--- config.mk ---
export PLATFORM = sky130hd
export DESIGN_NAME = mem_port_arbiter
export DESIGN_NICKNAME = d
export VERILOG_FILES = /design/src/rtl/mem_port_arbiter.sv
export SDC_FILE = /design/constraint.sdc
export NUM_CORES = 1
export LEC_CHECK = 0
export CAP_MARGIN = 20
export CORE_AREA = 2 2 288 290
export CTS_CLUSTER_SIZE = 28
export DETAILED_ROUTE_END_ITERATION = 16
export DIE_AREA = 0 0 290 292
export GPL_TIMING_DRIVEN = 0
export HOLD_SLACK_MARGIN = 0.06
export PLACE_DENSITY = 0.56
export SLEW_MARGIN = 20
export SYNTH_ARGS = -nofsm -noshare
export SYNTH_HDL_FRONTEND = slang
export SYNTH_SLANG_ARGS = --single-unit
--- constraint.sdc ---
create_clock -name clk -period 1.6 [get_ports clk]
set_input_delay 0.16 -clock clk [delete_from_list [all_inputs] [get_ports clk]]
set_output_delay 0.16 -clock clk [all_outputs]
set_load 0.02 [all_outputs]
--- src/rtl/mem_port_arbiter.sv ---
// ---------------------------------------------------------------------------
// mem_port_arbiter
//
// Shares one 128-bit line-refill memory port between the instruction cache
// (refill reads only) and the data cache (line reads and write-backs).
// Request pulses from each cache are latched into a pending flag plus the
// request fields. The port is granted round-robin, one memory transaction at
// a time, and the response goes back to the granted cache as a one-cycle
// ready pulse.
//
// Ports
//   clk, rst_n        clock, synchronous active-low reset
//   ic_valid_req_i    I-cache refill request pulse, address on ic_addr_i
//   ic_ready_o        I-cache response pulse, line on ic_data_o
//   dc_valid_req_i    D-cache request pulse; dc_we_i=1 write-back, 0 read
//   dc_addr_i         D-cache address
//   dc_wdata_i        D-cache write-back line
//   dc_ready_o        D-cache response / write-done pulse, line on dc_data_o
//   mem_valid_req_o   memory request pulse (ISSUE cycle)
//   mem_we_o          memory write enable
//   mem_addr_o        line-aligned memory address
//   mem_wdata_o       memory write data
//   mem_ready_i       memory response / done
//   mem_data_i        memory read line
//   busy_o            high whenever the sequencer is not IDLE
//
// Handshake: every *_valid_req_* and *_ready_* signal is a single-cycle
// pulse with no back-pressure. A request pulse is accepted when its
// requester has nothing pending, or in the cycle its own response is being
// delivered (re-request wins over the clear); otherwise it is dropped.
// mem_ready_i is only honoured in WAIT.
//
// The FSM state is held in the `state` signal (type state_t) so checkers can
// bind to it directly; busy_o is its externally visible summary.
// ---------------------------------------------------------------------------
module mem_port_arbiter #(
  parameter int ADDR_W = 32,
  parameter int LINE_W = 128
) (
  input  logic              clk,
  input  logic              rst_n,
  input  logic              ic_valid_req_i,
  input  logic [ADDR_W-1:0] ic_addr_i,
  output logic              ic_ready_o,
  output logic [LINE_W-1:0] ic_data_o,
  input  logic              dc_valid_req_i,
  input  logic              dc_we_i,
  input  logic [ADDR_W-1:0] dc_addr_i,
  input  logic [LINE_W-1:0] dc_wdata_i,
  output logic              dc_ready_o,
  output logic [LINE_W-1:0] dc_data_o,
  output logic              mem_valid_req_o,
  output logic              mem_we_o,
  output logic [ADDR_W-1:0] mem_addr_o,
  output logic [LINE_W-1:0] mem_wdata_o,
  input  logic              mem_ready_i,
  input  logic [LINE_W-1:0] mem_data_i,
  output logic              busy_o
);

  typedef enum logic [1:0] {
    S_IDLE  = 2'd0,
    S_ISSUE = 2'd1,
    S_WAIT  = 2'd2,
    S_RESP  = 2'd3
  } state_t;

  typedef enum logic {
    OWN_IC = 1'b0,
    OWN_DC = 1'b1
  } owner_t;

  // Clears the byte-within-line bits so the port always sees line addresses.
  localparam logic [ADDR_W-1:0] LINE_MASK = ~ADDR_W'(15);

  state_t state, state_nx;
  owner_t owner, owner_nx;
  owner_t last_grant;

  logic              ic_pend, dc_pend;
  logic [ADDR_W-1:0] ic_addr_q, dc_addr_q;
  logic              dc_we_q;
  logic [LINE_W-1:0] dc_wdata_q;
  logic [LINE_W-1:0] ic_data_q, dc_data_q;

  logic resp_ic, resp_dc;
  logic ic_accept, dc_accept;

  assign resp_ic = (state == S_RESP) && (owner == OWN_IC);
  assign resp_dc = (state == S_RESP) && (owner == OWN_DC);

  // A requester's latch is frozen while it is pending, so the owner's
  // fields stay stable for the whole transaction.
  assign ic_accept = ic_valid_req_i && (!ic_pend || resp_ic);
  assign dc_accept = dc_valid_req_i && (!dc_pend || resp_dc);

  // -------------------------------------------------------------------------
  // Request latches, response data registers, round-robin history
  // -------------------------------------------------------------------------
  always_ff @(posedge clk) begin
    if (!rst_n) begin
      ic_pend    <= 1'b0;
      dc_pend    <= 1'b0;
      ic_addr_q  <= '0;
      dc_addr_q  <= '0;
      dc_we_q    <= 1'b0;
      dc_wdata_q <= '0;
      ic_data_q  <= '0;
      dc_data_q  <= '0;
      last_grant <= OWN_IC;
    end else begin
      if (ic_accept) begin
        ic_pend   <= 1'b1;
        ic_addr_q <= ic_addr_i & LINE_MASK;
      end else if (resp_ic) begin
        ic_pend <= 1'b0;
      end

      if (dc_accept) begin
        dc_pend    <= 1'b1;
        dc_addr_q  <= dc_addr_i & LINE_MASK;
        dc_we_q    <= dc_we_i;
        dc_wdata_q <= dc_wdata_i;
      end else if (resp_dc) begin
        dc_pend <= 1'b0;
      end

      // A write-back's done response carries no line, so dc_data_o keeps
      // the last line read.
      if (state == S_WAIT && mem_ready_i) begin
        if (owner == OWN_IC) begin
          ic_data_q <= mem_data_i;
        end else if (!dc_we_q) begin
          dc_data_q <= mem_data_i;
        end
      end

      if (state == S_RESP) begin
        last_grant <= owner;
      end
    end
  end

  // -------------------------------------------------------------------------
  // FSM state register
  // -------------------------------------------------------------------------
  always_ff @(posedge clk) begin
    if (!rst_n) begin
      state <= S_IDLE;
      owner <= OWN_IC;
    end else begin
      state <= state_nx;
      owner <= owner_nx;
    end
  end

  // -------------------------------------------------------------------------
  // FSM next state
  // -------------------------------------------------------------------------
  always_comb begin
    state_nx = state;
    owner_nx = owner;
    case (state)
      S_IDLE: begin
        if (ic_pend && dc_pend) begin
          // Tie: whoever was not served last goes first.
          owner_nx = (last_grant == OWN_IC) ? OWN_DC : OWN_IC;
          state_nx = S_ISSUE;
        end else if (dc_pend) begin
          owner_nx = OWN_DC;
          state_nx = S_ISSUE;
        end else if (ic_pend) begin
          owner_nx = OWN_IC;
          state_nx = S_ISSUE;
        end
      end
      S_ISSUE: state_nx = S_WAIT;
      S_WAIT: begin
        if (mem_ready_i) begin
          state_nx = S_RESP;
        end
      end
      S_RESP:  state_nx = S_IDLE;
      default: state_nx = S_IDLE;
    endcase
  end

  // -------------------------------------------------------------------------
  // Outputs
  // -------------------------------------------------------------------------
  logic [ADDR_W-1:0] sel_addr;
  logic              sel_we;
  logic [LINE_W-1:0] sel_wdata;

  assign sel_addr  = (owner == OWN_DC) ? dc_addr_q : ic_addr_q;
  assign sel_we    = (owner == OWN_DC) && dc_we_q;
  assign sel_wdata = sel_we ? dc_wdata_q : '0;

  always_comb begin
    mem_valid_req_o = 1'b0;
    mem_we_o        = 1'b0;
    mem_addr_o      = '0;
    mem_wdata_o     = '0;
    case (state)
      S_ISSUE: begin
        mem_valid_req_o = 1'b1;
        mem_we_o        = sel_we;
        mem_addr_o      = sel_addr;
        mem_wdata_o     = sel_wdata;
      end
      S_WAIT: begin
        mem_we_o    = sel_we;
        mem_addr_o  = sel_addr;
        mem_wdata_o = sel_wdata;
      end
      default: ;
    endcase
  end

  assign ic_ready_o = resp_ic;
  assign dc_ready_o = resp_dc;
  assign ic_data_o  = ic_data_q;
  assign dc_data_o  = dc_data_q;
  assign busy_o     = (state != S_IDLE);

endmodule

* Word level (Yosys, flattened, before mapping) *
Cells that the tools add are included.

cells by class
  add/sub/neg operators = 0
  multiply operators = 0
  div/mod/pow operators = 0
  $lt $le $gt $ge = 0
  eq/ne operators = 5
  shift-type cells = 0
  multiplexer cells = 19
  bitwise gates (word level) = 2
  reduce and logical (&&, ||, !) cells = 21

operators with widths
  kind                                                                    number
  128-bit 2-to-1 mux                                                      2
  32-bit 2-to-1 mux                                                       2
  1-bit 2-to-1 mux                                                        10
  2-bit 2-to-1 mux                                                        4
  2-bit case mux with 4 select lines                                      1
  1-bit logical AND                                                       7
  2-bit AND reduction                                                     3
  2-bit nonzero test                                                      3
  2-bit equality test (second input constant)                             2
  4-bit inequality test (second input constant)                           1
  3-bit AND reduction                                                     1
  3-bit nonzero test                                                      1
  2-bit by 1-bit equality test with 1-bit output (second input constant)  1
  1-bit zero test                                                         2
  2-bit zero test                                                         1
  1-bit logical OR                                                        2
  2-bit inequality test (second input constant)                           1
  1-bit NOT                                                               2
  2-bit OR reduction                                                      1

word-level totals
  register bits after elaboration = 447
  bits in latches = 0
  bits in writable memories = 0
  ROM bits = 0
  bits of input ports = 326
  output and inout bits = 421
  logic and storage cells = 58
  memories = 0

* Longest topological paths before layout *
Gate-level depths: netlist of run 1.

  word-level depth = 5
  gate-level depth with buffers = 7
  gate-level depth less buffers = 5

* Worst setup path before layout of run 1 *
Ideal clock, no wire load.

  path type = reg2out
  start point = reg state[0]
  end point = out mem_wdata_o[108]
  data arrival time = 1.549 ns
  required time = 1.440 ns
  setup slack = -0.109 ns
  stages on the path, launching flop included = 7
  buffers on the path = 2
  cell sequence = dfxtp_1 inv_1 ha_1 and3_1 clkbuf_1 clkbuf_1 and2_1

between the ends
  longest elaborated chain between the ends = 3
  elaborated cells on any way between the ends = 4
  those cells by class = eq/ne: 2; mux: 1; reduce/logical: 1

RTL lines
  item                                                                                          RTL line  RTL
  start, declared                                                                               76        state_t state, state_nx;
  start signal, assigned                                                                        152       state <= state_nx;
  2-bit equality test / 2-bit by 1-bit equality test with 1-bit output (equally long branches)  204       case (state)
  2-bit OR reduction (no line) (*)                                                              n/a
  128-bit 2-to-1 mux (*)                                                                        204
  end, declared                                                                                 55        output logic [LINE_W-1:0] mem_wdata_o,

Every way passes the cells marked *; elsewhere a longest branch is shown, timed or not.

* Final worst setup path of run 1 *
  start point = reg state[0]
  end point = out mem_wdata_o[15]

The elaborated chain is that of the path after synthesis.

==> results of run 1 <==
metal layers:
layer / GRT usage [%] / part of all wire (%) / vias up
met5: 0 / 0.088 / -
met2: 33.2 / 51 / 600
met3: 5.88 / 8.1 / 111
met4: 4.89 / 2.6 / 10
li1: - / - / 8641
met1: 19.8 / 39 / 8146
timing repair:
action / in CTS / in global routing
endpoints found under the setup margin: 821 / 842
buffers inserted: 32 / 14
hold buffers: 0 / 0
gates cloned: 11 / 10
pin swaps: 31 / 39
gates resized for setup: 1082 / 262
power breakdown:
group / internal [mW] / switching (mW)
Combinational: 3.45 / 3.17
Clock: 7.36 / 4.98
Sequential: 11.8 / 0.365
Total: 22.6 / 8.51
cells in the final DEF, fill, tap and decap left out, drive strengths merged, types with 4 or more instances in the layout:
cell	instances
and2	128
clkinv	8
nand2	887
nor2b	31
bufinv	4
conb	4
dfxtp	447
buf	332
ha	4
clkbuf	142
a21boi	259
mux2i	214
clkdlybuf4s50	570
inv	7
state kept, by name (all words and copies together) (netlist names):
register,count
dc_addr_q,28
dc_data_o,128
dc_pend,1
dc_wdata_q,128
dc_we_q,1
ic_addr_q,28
ic_data_o,128
ic_pend,1
last_grant,1
owner,1
state,2
worst max-delay path: cells and delay by family (launching register included):
family | cells | cell delay [ns]
and+or+nand+nor | 2 | 0.40
buffers and inverters | 5 | 0.59
DFF | 1 | 0.34
adders and majority gates | 1 | 0.26
area by class of cell:
type	instances	area, µm²
inverters	6	22.5
clock buffers	81	1560
clock inverters	14	203
repair buffers	796	8350
fillers	8373	50600
diodes	2	5.00
plain buffers	170	1470
multi-input cells	1539	9120
flip-flops and latches	447	8950
well taps	1070	1340
final timing paths:
| kind | endpoint | start | depth (start not counted) |
|---|---|---|---|
| min | dc_wdata_q[63] | dc_wdata_i[63] | 3 |
| max | mem_wdata_o[15] | state[0] | 8 |
| min reg2reg | dc_wdata_q[119] | dc_wdata_q[119] | 2 |
| max reg2reg | dc_data_o[25] | state[0] | 11 |
through the flow:
step           hold WS (ns)  power (mW)  cells  instance area (µm²)  setup slack, ns
2_1_floorplan         0.299        15.0   2163                18700          -0.0699
3_3_place_gp          0.437        17.8   3966                27300            -1.40
3_5_place_dp          0.443        17.8   3966                27300            -1.34
4_1_cts              0.0680        31.1   4104                30200           -0.863
5_1_grt              0.0958        32.4   4124                31000           -0.828
6_report              0.110        31.1   4125                31000           -0.736
cells by family (layout without fill, tap and decap cells):
group / after synthesis / in the layout / synth area share (%)
compound gates: 264 / 264 / 10.8
flops: 447 / 447 / 48.4
fa+ha+maj: 4 / 4 / 0.271
mux: 214 / 214 / 11.6
simple gates: 1053 / 1053 / 23.7
other cells: 1 / 6 / 0.0203
buf+inv: 177 / 1067 / 5.27
==> reports/qor.csv, run 1 <==
stage,metric,value,unit
placed_design,dp_hpwl,60.1,mm
placed_design,place_congestion,0.841,
synth,yosysTopAreaCell,dfxtp_1,
die,row_count,105,
worst_setup_path,cpMaxStageDelayCell,dfxtp_2,
worst_setup_path,r2r_slack,-0.36,ns
die,die_x,290,µm
die,initial_core_util,22.7,%
worst_setup_path,critPathMaxFanout,5,
clocking,cts_tree,done,
sta,fin_crit,2.34,ns
worst_setup_path,cp-start-kind,flip-flop,
synth,yosysMostFrequentCell,nand2_1,
detailed_routing,wl,80.3,mm
grt,grt_pass1_vias,17600,
sta,tightest_slew,1.01,ns
run,maxCapViolations,0,
die,die-area,84700,µm²
synth,synthArstFlopShare,0,%
die,design.core.area,81600,µm²
sta,setup_violations,800,
min_path,min_path_type,in -> reg,
worst_setup_path,critPathMaxStageDelay,0.34,ns
clocking,cts_buffers,53,
placed_design,numPortBuffers,733,
run_status,failed_checks,setup timing,
sta,fin_crit_sh,146,%
final_layout,finalNetCount,3343,
detailed_routing,dr.pass1.iters,5,
grt,antenna_found_initial,8,
sta,fin_skew,0.0293,ns
synth,avgSynthCellArea,8.56,µm²
clocking,clk_pin_slew_worst_paths,0.07,ns
worst_setup_path,path_cells,"inv_2, ha_4, and3_4, buf_6, clkbuf_16, buf_8, and2_4, buf_6",
power,ir_worst_vdd,629,µV
synth,syn_inst,2160,
grt,grt_start_max_net_pins,15,
worst_setup_path,endpoint_kind,primary output,
sta,timing.fmax,0.428,GHz
worst_setup_path,cp_data_arrival_time,2.18,ns
sta,maxSlewViolCount,0,
die,fp.dieH,292,µm
synth,ys_seq_area_share,48.4,%
sta,finalWorstSetupSlack,-0.736,ns
worst_setup_path,critPathMostFrequentCell,buf_6,
synth,syn_area,18500,µm²
final_layout,area_growth,67.8,%
grt,grt_pass1_wl,116,mm
sta,hold_viol_final,0,
worst_setup_path,crit_required,1.44,ns
clocking,cts-htree-levels,2,
worst_setup_path,critPathKind,reg -> out,
synth,synth_common_cells,"nand2_1, dfxtp_1, a21boi_0",
detailed_routing,avgRoutedWirePerCell,19.5,µm
clocking,clk_latency,0.61,ns
clocking,cts_root_buffer,clkbuf_16,
power,powerDensity,1000,nW/µm²
clocking,cts.sink_count,447,
final_layout,final_layout_size_suffix_gt1_share,19.7,%
clocking,clock_path_buffers,3,
synth,synth_edf_count,0,
synth,synth_seq_cells,447,
detailed_routing,drc_errors,0,
grt,grtUsageTotal,18.1,%
synth,yosys_warnings,0,
sta,rsz0062_at_grt,true,
detailed_routing,drt-vias-per-instance,4.24,
synth,synth_flop_cell,dfxtp_1,
detailed_routing,postRouteAntennaNets,0,
detailed_routing,routed-via-count,17500,
grt,grt_remaining_overflow,0,
run_status,outcome,finished with violations,
sta,relSlewSlack,32.5,%
sta,tns,-182.76,ns
detailed_routing,drt_iter0_drc,600,
synth,synth_top_area_share,48.4,%
power,p_leak,11.8,nW
synth,netlist-cell-type-count,27,
die,ios,747,
final_layout,fin_util,38.0,%
synth,synth_area_leaders,"dfxtp_1, nand2_1, mux2i_1",
(Power assumes the default switching activity.)
==> run 2, diff against run 1 <==
CORE_AREA = 2 2 287 289   (was 2 2 288 290)
DIE_AREA = 0 0 289 291   (was 0 0 290 292)
PLACE_DENSITY = 0.55   (was 0.56)
clock period = 2.34 ns   (was 1.6 ns; I/O delays follow)
==> run 2 against run 1 <==
Sequential share of layout area increased by 1.1 points. Utilization decreased by 1.2 points. Via count decreased by 1.9%. Sequential power decreased by 32%. Non-clock buffer count decreased by 37. Largest power group unchanged. Clock power decreased by 30%. Clock skew decreased by 0.010 ns. The run still ends with setup timing left. Critical path type unchanged. Critical path depth unchanged. Die area decreased by 0.69%. Flip-flop and latch count unchanged. Combinational power decreased by 43%. Final cell count decreased by 0.65%.
==> reports/qor.csv, run 2 (synthesis gave the netlist of run 1 again) <==
stage,metric,value,unit,change
run_status,outcome,finished with violations,,
run_status,failed_checks,setup timing,,
detailed_routing,dr.pass1.iters,4,,-1
power,powerDensity,692,nW/µm²,-31%
sta,timing.fmax,0.409,GHz,
grt,grt_remaining_overflow,0,,unchanged
sta,finalWorstSetupSlack,-0.104,ns,+0.631 ns
die,die-area,84100,µm²,-0.69%
sta,hold_viol_final,0,,unchanged
final_layout,final_common_cell,nand2_1,,
power,p_leak,11.3,nW,-3.9%
detailed_routing,routed-via-count,17200,,-1.9%
detailed_routing,wl,77.7,mm,-3.1%
final_layout,final_layout_size_suffix_gt1_share,17.0,%,-2.7 points
clocking,hold_buffers,0,,unchanged
die,fp.dieH,291,µm,-0.34%
placed_design,place_congestion,0.864,,+2.7%
clocking,cts_root_buffer,clkbuf_16,,
clocking,clk_latency,0.62,ns,about the same
worst_setup_path,critPathMaxStageDelay,0.34,ns,about the same
worst_setup_path,reg2reg_from,state[0],,
grt,antenna_found_initial,8,,unchanged
detailed_routing,drt-vias-per-instance,4.19,,-1.2%
worst_setup_path,endpoint_kind,primary output,,
clocking,cts_buffers,53,,unchanged
sta,setup_violations,69,,-91%
grt,grtUsageTotal,17.8,%,-0.22 points
clocking,cts-htree-levels,2,,unchanged
power,finalPower,20.7,mW,-34%
sta,tightest_slew,1.14,ns,+0.129 ns
worst_setup_path,startpoint,state[1],,
worst_setup_path,critPathMaxFanout,9,,+4
final_layout,layout_common_cells,"nand2_1, clkdlybuf4s50_1, dfxtp_1",,
grt,grt_start_max_net_pins,15,,unchanged
detailed_routing,wl_met1,30.7,mm,-0.80%
die,die_x,289,µm,-0.34%
sta,whs,0.185,ns,+0.0744 ns
placed_design,pre_cts_slack,-0.657,ns,+0.685 ns
die,design.core.area,81200,µm²,-0.48%
sta,rsz0062_at_grt,true,,
grt,grt_pass1_vias,17800,,+0.84%
power,ir_worst_vdd,437,µV,-31%
worst_setup_path,critPathKind,reg -> out,,
final_layout,fin_area,29900,µm²,-3.7%
sta,relSlewSlack,23.9,%,-8.6 points
clocking,cts_tree,done,,
worst_setup_path,cp-start-kind,flip-flop,,
sta,fin_crit_sh,104,%,
grt,grt_pass1_wl,114,mm,-1.4%
detailed_routing,routed.top_layer,met5,,
sta,fin_crit,2.44,ns,
sta,fin_skew,0.0191,ns,-0.0102 ns
min_path,worstHoldStart,dc_wdata_i[48],,
placed_design,numPortBuffers,733,,unchanged
detailed_routing,avgRoutedWirePerCell,19.0,µm,-2.5%
clocking,cts.sink_count,447,,unchanged
worst_setup_path,cpMaxStageDelayCell,dfxtp_2,,
detailed_routing,drc_errors,0,,unchanged
sta,maxSlewViolCount,0,,unchanged
detailed_routing,postRouteAntennaNets,0,,unchanged
worst_setup_path,cp_top_family,buffers and inverters,,
clocking,clock_path_buffers,3,,unchanged
min_path,min_path_type,in -> reg,,
clocking,clk_pin_slew_worst_paths,0.07,ns,about the same
placed_design,dpl-instance-area,27200,µm²,-0.61%
placed_design,dp_hpwl,59.2,mm,-1.5%
worst_setup_path,crit_buf_inv,5,,unchanged
detailed_routing,dr_wl_met3,6.25,mm,-4.2%
final_layout,area_growth,61.6,%,
die,initial_core_util,22.8,%,+0.11 points
final_layout,finalNetCount,3306,,-1.1%
detailed_routing,drt_iter0_drc,644,,+7.3%
sta,tns,-2.27,ns,+180.49 ns
final_layout,fillers,8503,,+1.6%
die,ios,747,,unchanged
detailed_routing,dr_wl_met2,38.3,mm,-5.7%
die,row_count,105,,unchanged
worst_setup_path,cp_data_arrival_time,2.21,ns,+0.03 ns
worst_setup_path,path_cells,"inv_2, ha_4, and3_4, buf_12, buf_4, clkbuf_8, and2_4, buf_6",,
worst_setup_path,crit_required,2.11,ns,+0.67 ns
run,maxCapViolations,0,,unchanged
[run 2: cell type report]
type	instances	area [µm²]	share of cell area (%)
Timing Repair Buffer	759	7630	25.5
Clock inverter	21	218	0.729
Antenna cell	7	17.5	0.0586
Buffer	170	1230	4.10
Sequential cell	447	8950	30.0
Tap cell	1070	1340	4.48
Inverter	6	22.5	0.0754
Multi-Input combinational cell	1539	8880	29.7
Clock buffer	79	1590	5.31
[run 2: worst min-delay path, delay by kind of cell]
kind | cells | cell delay (ns)
mux | 1 | 0.05
simple gates | 1 | 0.06
buf+inv | 1 | 0.41
[run 2: worst paths after layout]
check                    end  slack, ns  cells past startpoint
min           dc_wdata_q[48]       0.18                      3
max          mem_wdata_o[95]      -0.10                      8
min reg2reg    dc_wdata_q[0]       0.45                      2
max reg2reg    ic_data_o[98]       0.24                      8
[run 2: per-stage QoR]
| step | util (%) | instances |
|---|---|---|
| CTS | 36.5 | 4091 |
| detailed placement | 33.5 | 3966 |
| floorplan | - | 2163 |
| global placement | 33.5 | 3966 |
| global route | 36.8 | 4094 |
| finish | 36.8 | 4098 |
[run 2: power breakdown]
group,total [mW],internal (mW),leakage [nW],switching (mW)
combinational,3.80,1.82,6.81,1.97
sequential,8.30,8.06,3.64,0.239
clock,8.56,5.03,0.890,3.54
[run 2: repair_timing]
item                       in CTS  in global routing
cloned                          9                  2
setup endpoints to repair     160                157
resized for setup             948                126
pin swaps                      20                 12
setup buffers                  16                  3
hold endpoints to repair        0                  0
[run 2: routing by layer]
metal | vias to the layer above | track usage (%)
met2 | 526 | 32.0
met1 | 7986 | 19.9
met4 | 4 | 5.73
met5 | - | 0
met3 | 106 | 5.42
li1 | 8561 | -
